**src/rtl/alu_regfile_if.sv**
```systemverilog
// Decoder-to-datapath bus for alu_regfile: ALU operands/opcode, two read ports, one write port.
// The decoder holds the master side; the datapath core holds the slave side.
interface alu_regfile_if #(
  parameter int XLEN = 64,
  parameter int NREG = 32
);
  localparam int AW = $clog2(NREG);

  logic [XLEN-1:0] alu_src1;
  logic [XLEN-1:0] alu_src2;
  logic [1:0]      alu_op;
  logic [XLEN-1:0] alu_result;
  logic [AW-1:0]   rf_raddr1;
  logic [XLEN-1:0] rf_rdata1;
  logic [AW-1:0]   rf_raddr2;
  logic [XLEN-1:0] rf_rdata2;
  logic            rf_we;
  logic [AW-1:0]   rf_waddr;
  logic [XLEN-1:0] rf_wdata;

  modport master (
    output alu_src1, alu_src2, alu_op,
    output rf_raddr1, rf_raddr2, rf_we, rf_waddr, rf_wdata,
    input  alu_result, rf_rdata1, rf_rdata2
  );

  modport slave (
    input  alu_src1, alu_src2, alu_op,
    input  rf_raddr1, rf_raddr2, rf_we, rf_waddr, rf_wdata,
    output alu_result, rf_rdata1, rf_rdata2
  );
endinterface

```
**src/rtl/alu_regfile.sv**
```systemverilog
// Single-cycle RV64 execution core: combinational 64-bit ALU plus 32xXLEN register file.
// Optional macro REGFILE_BYPASS_EN forwards the pending write data to matching read ports.
module alu_regfile #(
  parameter int XLEN = 64,
  parameter int NREG = 32
) (
  input logic          clk,
  input logic          rst_n,
  alu_regfile_if.slave bus
);
  localparam int AW = $clog2(NREG);

  logic [XLEN-1:0] regs [NREG];
  logic            wr_active;

  // x0 is never written, so it stays at its reset value of zero forever
  assign wr_active = bus.rf_we && (bus.rf_waddr != AW'(0));

  always_ff @(posedge clk or negedge rst_n) begin
    if (!rst_n) begin
      for (int i = 0; i < NREG; i++) begin
        regs[i] <= '0;
      end
    end else if (wr_active) begin
      regs[bus.rf_waddr] <= bus.rf_wdata;
    end
  end

  always_comb begin
    bus.rf_rdata1 = regs[bus.rf_raddr1];
    bus.rf_rdata2 = regs[bus.rf_raddr2];
`ifdef REGFILE_BYPASS_EN
    if (rst_n && wr_active && (bus.rf_raddr1 == bus.rf_waddr)) begin
      bus.rf_rdata1 = bus.rf_wdata;
    end
    if (rst_n && wr_active && (bus.rf_raddr2 == bus.rf_waddr)) begin
      bus.rf_rdata2 = bus.rf_wdata;
    end
`else
`endif
  end

  always_comb begin
    bus.alu_result = '0;
    case (bus.alu_op)
      2'b00: bus.alu_result = bus.alu_src2;
      2'b01: bus.alu_result = bus.alu_src1 + bus.alu_src2;
      2'b10: bus.alu_result = {{(XLEN-1){1'b0}}, (bus.alu_src1 < bus.alu_src2)};
      2'b11: bus.alu_result = bus.alu_src1 - bus.alu_src2;
      default: bus.alu_result = '0;
    endcase
  end
endmodule

```
**src/flat_wrapper.sv**
```systemverilog
// flat-port wrapper written by rule: the top's interface ports become plain ports
module alu_regfile_flat 
#(
  parameter int XLEN = 64,
  parameter int NREG = 32
)
  (clk, rst_n, bus_alu_src1, bus_alu_src2, bus_alu_op, bus_rf_raddr1, bus_rf_raddr2, bus_rf_we, bus_rf_waddr, bus_rf_wdata, bus_alu_result, bus_rf_rdata1, bus_rf_rdata2);
  alu_regfile_if #(.XLEN(XLEN), .NREG(NREG)) bus_i ();
  input logic clk;
  input logic rst_n;
  input wire logic [$bits(bus_i.alu_src1)-1:0] bus_alu_src1;
  input wire logic [$bits(bus_i.alu_src2)-1:0] bus_alu_src2;
  input wire logic [$bits(bus_i.alu_op)-1:0] bus_alu_op;
  input wire logic [$bits(bus_i.rf_raddr1)-1:0] bus_rf_raddr1;
  input wire logic [$bits(bus_i.rf_raddr2)-1:0] bus_rf_raddr2;
  input wire logic [$bits(bus_i.rf_we)-1:0] bus_rf_we;
  input wire logic [$bits(bus_i.rf_waddr)-1:0] bus_rf_waddr;
  input wire logic [$bits(bus_i.rf_wdata)-1:0] bus_rf_wdata;
  output wire logic [$bits(bus_i.alu_result)-1:0] bus_alu_result;
  output wire logic [$bits(bus_i.rf_rdata1)-1:0] bus_rf_rdata1;
  output wire logic [$bits(bus_i.rf_rdata2)-1:0] bus_rf_rdata2;
  assign bus_i.alu_src1 = bus_alu_src1;
  assign bus_i.alu_src2 = bus_alu_src2;
  assign bus_i.alu_op = bus_alu_op;
  assign bus_i.rf_raddr1 = bus_rf_raddr1;
  assign bus_i.rf_raddr2 = bus_rf_raddr2;
  assign bus_i.rf_we = bus_rf_we;
  assign bus_i.rf_waddr = bus_rf_waddr;
  assign bus_i.rf_wdata = bus_rf_wdata;
  assign bus_alu_result = bus_i.alu_result;
  assign bus_rf_rdata1 = bus_i.rf_rdata1;
  assign bus_rf_rdata2 = bus_i.rf_rdata2;
  alu_regfile #(.XLEN(XLEN), .NREG(NREG)) u_core (.clk(clk), .rst_n(rst_n), .bus(bus_i));
endmodule
```
**config.mk**
```make
export PLATFORM = sky130hd
export DESIGN_NAME = alu_regfile_flat
export DESIGN_NICKNAME = d
export VERILOG_FILES = /design/src/rtl/alu_regfile_if.sv /design/src/rtl/alu_regfile.sv /design/src/flat_wrapper.sv
export SDC_FILE = /design/constraint.sdc
export NUM_CORES = 2
export LEC_CHECK = 0
export CAP_MARGIN = 20
export CORE_ASPECT_RATIO = 1.4
export CORE_MARGIN = 1
export CORE_UTILIZATION = 40
export CTS_CLUSTER_SIZE = 10
export DETAILED_ROUTE_END_ITERATION = 10
export SYNTH_ARGS = -nofsm -noshare
export SYNTH_HDL_FRONTEND = slang
export SYNTH_SLANG_ARGS = --single-unit
export TNS_END_PERCENT = 30
```
**constraint.sdc**
```tcl
create_clock -name clk -period 5.2 [get_ports clk]
set_input_delay 0.52 -clock clk [delete_from_list [all_inputs] [get_ports clk]]
set_output_delay 0.52 -clock clk [all_outputs]
set_load 0.05 [all_outputs]
```
; After elaboration in Yosys (flattened, before gate mapping)
; Cells that the tools add are included.
[classes]
addsub = 2
muxes = 10
n_lt_le_gt_ge = 5
bitwise_logic = 3
n_reduce_logical = 4
n_eq_ne = 3
[ops]
columns = operator, count
row1 = bitwise mux 2048 bit, 1
row2 = binary-select mux 64 bit (select 5 bit), 2
row3 = demux 64 bit (select 5 bit), 1
row4 = two-way mux 64 bit, 5
row5 = one-hot mux 64 bit (4 select lines), 1
row6 = adder 64 bit, 1
row7 = less-than comparator 64 bit, 1
row8 = subtractor 64 bit, 1
row9 = "greater-or-equal comparator 6 bit, second input constant", 3
row10 = NOT 5 -> 6 bit, 3
row11 = "less-than comparator 6 x 1 -> 1 bit, second input constant", 1
row12 = nonzero test 5 bit, 1
row13 = "equality test 2 bit, second input constant", 2
row14 = "equality test 2 x 1 -> 1 bit, second input constant", 1
row15 = logical AND 1 bit, 2
row16 = logical NOT 2 bit, 1
[totals]
inputBits = 212
word_cells = 59
regBits = 2048

; Longest topological paths before layout
[logic_depth]
depth_word = 6
depth_mapped = 14

; Worst setup path after synthesis
; No wires, ideal clock.
[synth_path]
kind = input to output
startpoint = input bus_alu_src2[10]
endpoint = output bus_alu_result[61]
cell_stages = 13
setup_slack_ps = 1146
arrival_time_ps = 3534
required_ps = 4680
cell_sequence = inv_1 -> ha_1 -> clkbuf_1 -> nand2_1 -> nor2_1 -> a211oi_1 -> a21oi_1 -> o211ai_1 -> a21oi_1 -> o21a_1 -> or4_1 -> xnor2_1 -> o211ai_1
[synth_via]
elab_chain_cells = 2
elab_cells_between_ends = 3
cone_classes = add/sub (2) / mux (1)
[synth_rtl]
columns = item, line_no
row1 = start: declaration, flat_wrapper.sv:12  ; input wire logic [$bits(bus_i.alu_src2)-1:0] bus_alu_src2;
row2 = subtractor 64 bit or adder 64 bit (tied branches), "alu_regfile.sv:49, alu_regfile.sv:47"
row3 = one-hot mux 64 bit (4 select lines) *, alu_regfile.sv:45  ; case (bus.alu_op)
row4 = end: declaration, flat_wrapper.sv:19  ; output wire logic [$bits(bus_i.alu_result)-1:0] bus_alu_result;
; Every way passes the cells marked *; elsewhere a longest branch is shown, timed or not.

; Final worst setup path
[layout_path]
startpoint = input bus_alu_src2[8]
endpoint = output bus_alu_result[61]
; The elaborated chain is that of the path after synthesis.

==> impl_metrics.tcl <==
set metrics [dict create \
    antenna_found_initial 31 \
    period_share_pct 100.0 \
    drt_iter0_drc 5884 \
    worstPathArrival_ps 4680 \
    clk_pin_slew_ps 60 \
    ys_top_cells_by_count "mux2_2 (2,113), dfrtp_1 (2,048), mux4_2 (1,280)" \
    dieArea_um2 291400 \
    startpoint_type "input port" \
    worst_path_max_delay_cell "o211ai_1" \
    outcome "finished with violations" \
    drive_gt1_share_pct 52.93 \
    crit_path_frequent_cell "a21oi_1" \
    rsz0062_at_grt "true" \
    overflow 0 \
    synth.yosys.seq_area_share_pct 44.30 \
    viasPerCell 6.329 \
    final-setup-viol-count 1 \
    synthesis.area_um2 115700 \
    avgRoutedWirePerCell_um 32.39 \
    fin_util_pct 45.76 \
    final_nets 8080 \
    synthesis.nets 7940 \
    fillers 24890 \
    first_pass_iters 6 \
    async_flop_share_pct 100.0 \
    clkLatencyLatePin_ps 870 \
    worst-path-max-fanout 7 \
    synth_ff_type "dfrtp_1" \
    worst_clock_skew_ps 0 \
    cts_tree "yes" \
    worstPathCellList "clkdlybuf4s50_1 -> inv_1 -> ha_1 -> a21oi_1 -> nor2_1 -> a211oi_1 -> a21oi_1 -> o211ai_1 -> a21oi_1 -> buf_4 -> o21a_1 -> or4_1 -> xnor2_1 -> o211ai_1 -> buf_12" \
    grt_pass1_wl_um 552200 \
    core_area_um2 287700 \
    vias 72920 \
    drt_wl_total_um 373200 \
    dp_hpwl_um 222700 \
    drv_cap 0 \
    hp-class "in -> async" \
    synth.distinct_cells 89 \
    synth.top_cells.by_area "dfrtp_1 (44%), mux4_2 (25%), mux2_2 (21%), clkbuf_1 (2.3%), ha_1 (1.4%)" \
    path_class "in -> out" \
    path_delay_family "compound AO/OA/AOI/OAI gates" \
    cts_made_buffers 231 \
    p_leak_nw 55.45 \
    multi_input_area_um2 61060 \
    required_ps 4680 \
    clockRootBuffer "clkbuf_16" \
    start_util_pct 40.21 \
    post-route-min-period_ps 5202 \
    synth_edf_count 0 \
    first_global_vias 79280 \
    fmaxAchievable_ghz 0.1922 \
    peakVddDrop_mv 0.2738 \
    top_regs "u_core.regs x2048" \
    finalMaxSlewViolations 0 \
    ys_ff_latch 2048 \
    yosysMostFrequentCell "mux2_2" \
    grt_use_total_pct 25.62 \
    clockBufferDepth 4 \
    drtAntennaViolNets 0 \
    max_flop_register "u_core.regs" \
    h-tree-depth 4 \
    drc_errors 0 \
    yosysTopAreaCellShare_pct 44.30 \
    die_h_um 638.3 \
    netlist_instances 7599 \
    rows 233 \
    synth_area_leader_cell "dfrtp_1" \
    max_stage_delay_ps 590 \
    numPortBuffers 403 \
    critPathBufInv 4 \
    slew-limit-headroom_pct 23.36 \
    grt_start_max_net_pins 186 \
    hold_viol_final 0 \
    yosys_warnings 0 \
    power_density_nw_per_um2 368.0 \
    numClockSinks 2048 \
    largest_register_ffs 2048 \
    syn_area_per_cell_um2 15.22 \
    worst_pin_slew_ps 1150 \
    fin_hold_ws_ps 265.4 \
    failed_checks "negative setup slack" \
    worstSetupEndpointType "primary output" \
    gp_congestion 0.9446 \
    die_w_um 456.5 \
    ios 404 \
    area_growth_syn_to_layout_pct 13.82 \
    seqCellArea_um2 51250 \
    place_ws_ps 76.42 \
    finalWorstSetupSlack_ps -1.663 \
]
## what timing repair did
item	CTS	global route
endpoints found under the hold margin	73	0
hold buffers	1	0
endpoints found under the setup margin	0	7
resized for setup	0	5
buffers inserted	0	0
## cells by family after synthesis
group	synth area share, %
XOR/XNOR	0.4770
multiplexers	45.62
AO/OA/AOI/OAI	3.079
flip-flops	44.30
adder cells (fa/ha/maj)	1.408
AND/OR/NAND/NOR	1.971
buffers and inverters	3.141
## power by group
group | leakage (nW) | switching, W | total [W] | internal, W
logic | 26.3 | 0.00584 | 0.0132 | 0.00733
clock network | 2.93 | 0.00626 | 0.0142 | 0.00791
registers | 26.3 | 0.00213 | 0.0211 | 0.0190
total | 55.4 | 0.0142 | 0.0485 | 0.0342
## metal layers
layer / part of all wire, % / track usage (%) / routed length, um
met5: 0.047 / 0 / 176
met3: 5.3 / 3.748 / 19700
met2: 50 / 42.91 / 185300
met1: 41 / 33.96 / 154200
met4: 3.7 / 8.888 / 13760
## metrics by stage
| stage | instances | TNS (ps) | cell area, um2 | total power (W) |
|---|---|---|---|---|
| after detailed placement | 11260 | 0 | 125600 | 0.03454 |
| after global routing | 11520 | -90.95 | 131700 | 0.05052 |
| after global placement | 11260 | 0 | 125600 | 0.03396 |
| after CTS | 11510 | 0 | 131600 | 0.04885 |
| final | 11520 | -1.663 | 131700 | 0.04846 |
| after floorplan | 7599 | 0 | 115700 | 0.03011 |
## cell type report
type / instances / share of cell area [%]
clock buffer: 245 / 4.510
inverter: 128 / 0.3649
multi-input combinational: 4589 / 46.37
antenna: 8 / 0.01520
tap: 3760 / 3.573
sequential: 2048 / 38.92
timing repair buffer: 741 / 6.224
clock inverter: 3 / 0.01995
## path summary, 6_finish.rpt
| check | end | startpoint | slack (ps) | cells after the start |
|---|---|---|---|---|
| max reg2reg | u_core.regs[1440]$_DFFE_PN0P_ | u_core.regs[1440]$_DFFE_PN0P_ | 4380 | 1 |
| max in group asynchronous | u_core.regs[215]$_DFFE_PN0P_ | rst_n | 3270 | 4 |
| max | bus_alu_result[61] | bus_alu_src2[8] | -2 | 15 |
| min | u_core.regs[1933]$_DFFE_PN0P_ | rst_n | 270 | 2 |
| min reg2reg | u_core.regs[2047]$_DFFE_PN0P_ | u_core.regs[2047]$_DFFE_PN0P_ | 390 | 0 |
| min in group clk | u_core.regs[2047]$_DFFE_PN0P_ | u_core.regs[2047]$_DFFE_PN0P_ | 390 | 0 |
## placed cells by master (no fill, tap or decap), types with 23 or more instances in the layout
master           instances
dfrtp_1               2048
nor3_1                  36
inv_1                  122
o21bai_1                29
nand2_1                 93
o21ai_0                 79
xnor2_1                 57
nor2b_1                 28
nand3_1                 31
nor2_1                 125
nor4_1                  24
buf_4                  258
a21oi_1                152
a22o_1                  43
mux4_2                1280
clkbuf_16              236
mux2_2                2113
o31ai_1                 27
ha_1                   127
buf_12                 132
a21o_1                  23
clkdlybuf4s50_1        334
No activity file was read; power rests on OpenSTA's default activity.
